$ cat src/rtl/fetch_unit.sv
// -----------------------------------------------------------------------------
// fetch_unit
//   Pipelined instruction fetch unit. Holds the fetch PC, issues in-order
//   requests to a ready/valid instruction memory, and buffers the returned
//   words together with their PCs in a DEPTH-entry FIFO that decode pops.
//   Branch/jump redirects flush the FIFO, retarget the PC and discard every
//   response still in flight for the old stream. A misaligned redirect target
//   raises a sticky fault and halts fetch until reset.
//
// Ports
//   clk              clock, all state updates on posedge
//   rst              synchronous active-low reset
//   fetch_en         1 = may issue new requests
//   imem_req_valid   request valid
//   imem_req_addr    request address (current fetch PC)
//   imem_req_ready   imem accepts the request this cycle
//   imem_resp_valid  response word valid (returned in request order)
//   imem_resp_data   response word
//   redirect_sel     00 none, 01 PC-relative, 10 register-indirect, 11 none
//   redirect_pc      PC of the redirecting instruction
//   redirect_imm     signed offset for PC-relative redirects
//   redirect_rs1     base register value for register-indirect redirects
//   instr_valid      FIFO head valid
//   instr_data       FIFO head instruction (zero when not valid)
//   instr_pc         FIFO head PC (zero when not valid)
//   instr_ready      decode pops the head when instr_valid & instr_ready
//   fetch_fault      sticky misaligned-target fault
// -----------------------------------------------------------------------------
module fetch_unit #(
  parameter int unsigned     XLEN         = 32,
  parameter int unsigned     ILEN         = 32,
  parameter int unsigned     DEPTH        = 4,
  parameter logic [XLEN-1:0] RESET_VECTOR = '0
) (
  input  logic            clk,
  input  logic            rst,
  input  logic            fetch_en,
  output logic            imem_req_valid,
  output logic [XLEN-1:0] imem_req_addr,
  input  logic            imem_req_ready,
  input  logic            imem_resp_valid,
  input  logic [ILEN-1:0] imem_resp_data,
  input  logic [1:0]      redirect_sel,
  input  logic [XLEN-1:0] redirect_pc,
  input  logic [XLEN-1:0] redirect_imm,
  input  logic [XLEN-1:0] redirect_rs1,
  output logic            instr_valid,
  output logic [ILEN-1:0] instr_data,
  output logic [XLEN-1:0] instr_pc,
  input  logic            instr_ready,
  output logic            fetch_fault
);

  localparam int unsigned AW = $clog2(DEPTH);
  localparam int unsigned CW = AW + 1;

  typedef enum logic [0:0] {
    ST_RUN  = 1'b0,
    ST_HALT = 1'b1
  } state_e;

  state_e          state_q, state_d;
  logic [XLEN-1:0] fetch_pc_q, fetch_pc_d;
  logic [XLEN-1:0] resp_pc_q, resp_pc_d;
  logic [CW-1:0]   outstanding_q, outstanding_d;
  logic [CW-1:0]   drop_cnt_q, drop_cnt_d;
  logic [CW-1:0]   count_q, count_d;
  logic [AW-1:0]   rd_ptr_q, rd_ptr_d;
  logic [AW-1:0]   wr_ptr_q, wr_ptr_d;
  logic            fault_q, fault_d;

  logic [ILEN-1:0] data_mem_q [DEPTH];
  logic [XLEN-1:0] pc_mem_q   [DEPTH];

  logic            run_s;
  logic            redir_s;
  logic [XLEN-1:0] target_s;
  logic            misaligned_s;
  logic [CW:0]     inflight_s;
  logic            credit_ok_s;
  logic            req_valid_s;
  logic            hs_s;
  logic            resp_acc_s;
  logic            resp_drop_s;
  logic            push_s;
  logic            instr_valid_s;
  logic            pop_s;

  // Decode of state, redirect target and the per-cycle handshake events
  always_comb begin
    run_s = 1'b0;
    case (state_q)
      ST_RUN:  run_s = 1'b1;
      ST_HALT: run_s = 1'b0;
      default: run_s = 1'b0;
    endcase

    redir_s = run_s & ((redirect_sel == 2'b01) | (redirect_sel == 2'b10));

    if (redirect_sel == 2'b01) begin
      target_s = redirect_pc + redirect_imm;
    end else begin
      // register-indirect jumps clear bit 0 of the computed address
      target_s = redirect_rs1 & {{(XLEN-1){1'b1}}, 1'b0};
    end
    misaligned_s = (target_s[1:0] != 2'b00);

    // credit: buffered words plus words still in flight may never exceed DEPTH,
    // so every response always finds a free FIFO slot
    inflight_s  = {1'b0, count_q} + {1'b0, outstanding_q};
    credit_ok_s = (inflight_s < (CW+1)'(DEPTH));

    // no request in a redirect cycle: the new target is issued next cycle
    req_valid_s = rst & run_s & fetch_en & credit_ok_s & ~redir_s;
    hs_s        = req_valid_s & imem_req_ready;

    // a response with nothing outstanding is stray and ignored entirely
    resp_acc_s  = imem_resp_valid & (outstanding_q != {CW{1'b0}});
    resp_drop_s = resp_acc_s & (drop_cnt_q != {CW{1'b0}});
    push_s      = resp_acc_s & ~resp_drop_s & run_s & ~redir_s;

    instr_valid_s = run_s & (count_q != {CW{1'b0}});
    // a flush makes a concurrent pop void
    pop_s         = instr_valid_s & instr_ready & ~redir_s;
  end

  // Next-state logic for PC, counters, FIFO pointers and FSM
  always_comb begin
    state_d       = state_q;
    fetch_pc_d    = fetch_pc_q;
    resp_pc_d     = resp_pc_q;
    outstanding_d = outstanding_q + CW'(hs_s) - CW'(resp_acc_s);
    drop_cnt_d    = drop_cnt_q - CW'(resp_drop_s);
    count_d       = count_q;
    rd_ptr_d      = rd_ptr_q;
    wr_ptr_d      = wr_ptr_q;
    fault_d       = fault_q;

    if (redir_s) begin
      count_d  = {CW{1'b0}};
      rd_ptr_d = {AW{1'b0}};
      wr_ptr_d = {AW{1'b0}};
      // everything still in flight belongs to the old stream; the response
      // arriving this cycle (if any) is discarded directly
      drop_cnt_d = outstanding_q + CW'(hs_s) - CW'(resp_acc_s);
      if (misaligned_s) begin
        state_d = ST_HALT;
        fault_d = 1'b1;
      end else begin
        fetch_pc_d = target_s;
        resp_pc_d  = target_s;
      end
    end else begin
      if (hs_s) begin
        fetch_pc_d = fetch_pc_q + XLEN'(4);
      end else begin
        fetch_pc_d = fetch_pc_q;
      end
      if (push_s) begin
        wr_ptr_d  = wr_ptr_q + AW'(1);
        resp_pc_d = resp_pc_q + XLEN'(4);
      end else begin
        wr_ptr_d  = wr_ptr_q;
        resp_pc_d = resp_pc_q;
      end
      if (pop_s) begin
        rd_ptr_d = rd_ptr_q + AW'(1);
      end else begin
        rd_ptr_d = rd_ptr_q;
      end
      count_d = count_q + CW'(push_s) - CW'(pop_s);
    end
  end

  // State registers with synchronous active-low reset
  always_ff @(posedge clk) begin
    if (!rst) begin
      state_q       <= ST_RUN;
      fetch_pc_q    <= RESET_VECTOR;
      resp_pc_q     <= RESET_VECTOR;
      outstanding_q <= {CW{1'b0}};
      drop_cnt_q    <= {CW{1'b0}};
      count_q       <= {CW{1'b0}};
      rd_ptr_q      <= {AW{1'b0}};
      wr_ptr_q      <= {AW{1'b0}};
      fault_q       <= 1'b0;
    end else begin
      state_q       <= state_d;
      fetch_pc_q    <= fetch_pc_d;
      resp_pc_q     <= resp_pc_d;
      outstanding_q <= outstanding_d;
      drop_cnt_q    <= drop_cnt_d;
      count_q       <= count_d;
      rd_ptr_q      <= rd_ptr_d;
      wr_ptr_q      <= wr_ptr_d;
      fault_q       <= fault_d;
    end
  end

  // FIFO storage; entries are only read below count_q, so no reset is needed
  always_ff @(posedge clk) begin
    if (push_s) begin
      data_mem_q[wr_ptr_q] <= imem_resp_data;
      pc_mem_q[wr_ptr_q]   <= resp_pc_q;
    end
  end

  assign imem_req_valid = req_valid_s;
  assign imem_req_addr  = fetch_pc_q;
  assign instr_valid    = instr_valid_s;
  assign instr_data     = instr_valid_s ? data_mem_q[rd_ptr_q] : {ILEN{1'b0}};
  assign instr_pc       = instr_valid_s ? pc_mem_q[rd_ptr_q]   : {XLEN{1'b0}};
  assign fetch_fault    = fault_q;

endmodule

$ cat config.mk
export PLATFORM = sky130hd
export DESIGN_NAME = fetch_unit
export DESIGN_NICKNAME = d
export VERILOG_FILES = /design/src/rtl/fetch_unit.sv
export SDC_FILE = /design/constraint.sdc
export NUM_CORES = 1
export LEC_CHECK = 0
export ABC_CLOCK_PERIOD_IN_PS = 9300
export CAP_MARGIN = 10
export CORE_ASPECT_RATIO = 1.5
export CORE_MARGIN = 1
export CORE_UTILIZATION = 40
export DETAILED_ROUTE_END_ITERATION = 7
export GPL_TIMING_DRIVEN = 0
export PLACE_DENSITY_LB_ADDON = 0.25
export REMOVE_ABC_BUFFERS = 1
export SLEW_MARGIN = 20
export SYNTH_ARGS = -nofsm -noshare
export SYNTH_HDL_FRONTEND = slang
export SYNTH_SLANG_ARGS = --single-unit
$ cat constraint.sdc
create_clock -name clk -period 9.3 [get_ports clk]
set_input_delay 0.93 -clock clk [delete_from_list [all_inputs] [get_ports clk]]
set_output_delay 0.93 -clock clk [all_outputs]
set_load 0.005 [all_outputs]
==> flow_summary_export.csv, run 1 <==
group,metric,value,unit
final_layout,regArea,0.00930,sq mm
final_layout,stdcell_area,0.0202,sq mm
clocking,insertion_delay,0.57,ns
detailed_routing,drc,13,
clocking,root_buffer,"clkbuf_16",
logic_synthesis,ys_seq_area_share,57.6,%
clocking,ctsResizeCount,0,
logic_synthesis,netlist.top_cell.by_area,"edfxtp_1",
final_layout,fillers,3415,
timing,hold_violations,0,
clocking,path_clk_slew,0.06,ns
placement,gp_congestion,0.864,
floorplanning,die_area,0.0412,sq mm
grt,antenna_found_initial,0,
logic_synthesis,netlist_instances,1303,
timing,post-route-period-util,47.9,%
worst_setup_path,crit_slowest_cell,"nand2_1",
logic_synthesis,synthTopCellsByArea,"edfxtp_1 (48%), dfxtp_1 (9.9%), mux4_2 (8.9%)",
final_layout,nets,1696,
clocking,numCtsBuffers,30,
grt,track_usage,19.0,%
worst_setup_path,critPathTopFamily,"simple AND/OR/NAND/NOR gates",
power_and_ir_drop,vdd_drop_max,0.133,mV
logic_synthesis,synth_top_area_share,47.6,%
logic_synthesis,synth_most_common_cell,"edfxtp_1",
worst_setup_path,reg2reg_from,"outstanding_q[1]",
detailed_routing,drt.antenna.violating_nets,0,
worst_setup_path,endpoint_kind,"flop",
clocking,cts_max_level,1,
final_layout,diodes,0,
placement,hpwl,27300,microns
final_layout,multi_input_area,0.00649,sq mm
detailed_routing,wire_per_inst,19.4,microns
power_and_ir_drop,leakagePower,6.78,nW
worst_setup_path,critPathMaxFanout,32,
floorplanning,core,0.0395,sq mm
logic_synthesis,yosys.cell_types.count,71,
timing,drv_slew,0,
clocking,cts_sinks,336,
timing,finalSetupViolCount,0,
clocking,clk_path_buf_depth,3,
timing,worst_pin_slew,1.08,ns
worst_setup_path,cp_data_required_time,9.75,ns
flow_run,maxCapViolCount,0,
hold_path,hold_end,"imem_req_addr[11]",
logic_synthesis,syn_avg_cell_area,12.4,sq um
timing,fin_crit,4.45,ns
worst_setup_path,worst-path-buf-inv,1,
placement,io_buffer_count,233,
logic_synthesis,synth-warning-count,0,
detailed_routing,vias,11300,
worst_setup_path,r2r-end,"drop_cnt_q[2]",
timing,fmax,0.225,GHz
status,failed_checks,"design-rule violations",
timing,slew_headroom,27.4,%
grt,grt_pass1_wl,61400,microns
detailed_routing,drtIter0Drc,638,
placement,placed_cell_area,0.0191,sq mm
grt,grt_max_degree,43,
final_layout,drive_above_1_share,10.7,%
worst_setup_path,crit_type,"in -> reg",
clocking,ctsHoldBuffers,0,
worst_setup_path,slowest_delay,0.90,ns
clocking,tritoncts,"built",
status,status,"complete, but fails checks",
logic_synthesis,synth_ff_type,"edfxtp_1",
power_and_ir_drop,power_density,178,mW/mm^2
floorplanning,die_w,166,microns
logic_synthesis,ys_ff_latch,336,
timing,skew,0.0173,ns
worst_setup_path,worst-r2r-setup-slack,5.81,ns
hold_path,min_from,"imem_req_addr[11]",
floorplanning,io_pins,235,
hold_path,worstHoldPathType,"reg -> reg",
clocking,cts_setup_buffers,0,
worst_setup_path,startpoint_type,"primary input",
detailed_routing,drt_first_pass_iters,8,
floorplanning,initial_core_util,40.8,%
logic_synthesis,netlist_area,0.0161,sq mm
timing,setup-tns-final,0,ns
worst_setup_path,crit_top_cell,"nand2_1",
final_layout,synthToLayoutAreaGrowth,25.2,%
hold_path,whs_path_depth,2,
logic_synthesis,synth_commonest_cells,"edfxtp_1 (256), o21ai_0 (101), nand2_1 (85)",
grt,overflow,0,
timing,rsz0062_at_grt,"no",
floorplanning,row_count,89,
logic_synthesis,async_reset_ff_share,0,%
worst_setup_path,cp.arrival,4.90,ns
grt,grt_pass1_vias,11300,
detailed_routing,finalWirelength,39500,microns
logic_synthesis,synth_edf_count,256,
worst_setup_path,path_cells,"clkdlybuf4s50_1, ha_2, nand3b_1, o21ai_1, nand2_1, nand2_1, o21ai_0, nand2_1, o21ai_0, o31a_1",
detailed_routing,viasPerCell,5.56,
floorplanning,die_h,248,microns
worst_setup_path,rr_worst_depth,15,
==> cells by family (layout without fill, tap and decap cells) <==
kind of cell	count (synthesis)	after routing	share of synthesized area [%]
fa+ha+maj	49	49	3.94
buf+inv	101	333	2.43
simple gates	396	396	12.5
mux	74	74	9.56
compound gates	314	314	12.2
flops	336	336	57.6
xor+xnor	33	33	1.79
==> per-layer routing <==
layer / vias to the layer above / share of wire, % / track usage, %
li1: 5394 / - / -
met1: 5511 / 40 / 22.3
met2: 338 / 51 / 35.0
met3: 81 / 4.4 / 2.32
met4: 0 / 3.7 / 8.25
met5: - / 0 / 0
==> worst max-delay path by stage <==
| stage | from | endpoint | slack [ns] | cells past startpoint |
|---|---|---|---|---|
| global placement | redirect_sel[1] | resp_pc_q[30] | 0.40 | 10 |
| detailed placement | redirect_sel[0] | resp_pc_q[30] | 4.27 | 10 |
| CTS | redirect_sel[0] | resp_pc_q[30] | 4.86 | 10 |
| global route | redirect_sel[0] | resp_pc_q[30] | 4.61 | 10 |
| floorplan | redirect_sel[1] | resp_pc_q[30] | 3.76 | 9 |
| finish | redirect_sel[0] | resp_pc_q[30] | 4.85 | 10 |
==> metrics by stage <==
step / instances / power [mW] / utilization, % / setup WS, ns / hold slack, ns
final: 2035 / 3.59 / 51.1 / 4.85 / 0.485
after global routing: 2035 / 3.74 / 51.1 / 4.61 / 0.503
after CTS: 2035 / 3.63 / 51.1 / 4.86 / 0.484
after detailed placement: 1979 / 2.29 / 48.4 / 4.27 / 0.469
after global placement: 1967 / 2.27 / 47.6 / 0.398 / 0.464
after floorplan: 1234 / 2.05 / - / 3.76 / 0.452
==> cells in the final DEF (no fill, tap or decap), types with 5 or more instances in the layout <==
cell | Yosys | layout
xor2_1 | 9 | 9
nor3_1 | 33 | 33
o31a_1 | 6 | 6
clkinv_2 | 0 | 7
buf_12 | 0 | 8
a211oi_1 | 11 | 11
nand2_1 | 85 | 85
a21oi_1 | 82 | 82
dfxtp_1 | 80 | 78
xnor2_1 | 24 | 24
o211ai_1 | 8 | 8
clkdlybuf4s50_1 | 0 | 232
edfxtp_1 | 256 | 256
mux4_2 | 64 | 64
a22o_1 | 5 | 5
nor2_1 | 82 | 78
a31o_2 | 5 | 5
and2_1 | 82 | 78
a31oi_1 | 21 | 21
nand4_1 | 15 | 15
nor2b_1 | 8 | 8
o21ai_0 | 101 | 100
mux2i_1 | 9 | 9
inv_1 | 31 | 31
clkbuf_8 | 0 | 7
a22oi_1 | 6 | 6
and3_1 | 24 | 24
clkbuf_16 | 0 | 32
nand3_1 | 36 | 36
nor4_1 | 7 | 7
a21o_1 | 18 | 18
o21a_1 | 5 | 5
nor3b_1 | 6 | 6
ha_1 | 46 | 45
==> flip-flops by register name, indices dropped and copies added (netlist names), named ones only <==
name and cells:
data_mem_q 128, pc_mem_q 128, imem_req_addr 32, resp_pc_q 32, count_q 3, drop_cnt_q 3, outstanding_q 3, rd_ptr_q 2
wr_ptr_q 2, fetch_fault 1
==> power breakdown <==
part / switching [mW] / leakage [nW] / internal, mW
combinational: 0.278 / 3.26 / 0.256
sequential: 0.0464 / 2.98 / 1.68
clock: 0.546 / 0.538 / 0.791
total: 0.871 / 6.78 / 2.72
==> tightest hold or removal path: stages, from the launching register on <==
cell      delay [ns]
dfxtp_1         0.33
inv_1           0.05
a211oi_1        0.06
==> layout make-up <==
cell class              instances  area share (%)
clock buffers                  42            4.49
clock inverters                14           0.860
inverters                      32           0.600
multi-input cells             866            32.1
flip-flops and latches        336            46.0
well taps                     500            3.10
repair buffers                245            12.9
(Power assumes the default switching activity.)
==> run 2: changes to the inputs <==
--- a/config.mk
+++ b/config.mk
@@ -5,7 +5,7 @@
 export SDC_FILE = /design/constraint.sdc
 export NUM_CORES = 1
 export LEC_CHECK = 0
-export ABC_CLOCK_PERIOD_IN_PS = 9300
+export ABC_CLOCK_PERIOD_IN_PS = 4580
 export CAP_MARGIN = 10
 export CORE_ASPECT_RATIO = 1.5
 export CORE_MARGIN = 1
==> constraint.sdc (replaced) <==
create_clock -name clk -period 4.58 [get_ports clk]
set_input_delay 0.458 -clock clk [delete_from_list [all_inputs] [get_ports clk]]
set_output_delay 0.458 -clock clk [all_outputs]
set_load 0.005 [all_outputs]
==> results of run 2 <==
Same layout as run 1 (identical final DEF). Status: complete, but fails checks: design-rule violations.
Among the figures that moved: setup slack after placement 4.27 ns -> 0.0206 ns; setup slack after layout 4.85 ns -> 0.601 ns; hold slack 0.485 ns -> 0.248 ns; register-to-register setup slack 5.81 ns -> 1.09 ns; end point of the worst hold path imem_req_addr[11] -> drop_cnt_q[0]; total power 3.59 mW -> 7.30 mW; worst IR drop on VDD 0.133 mV -> 0.269 mV
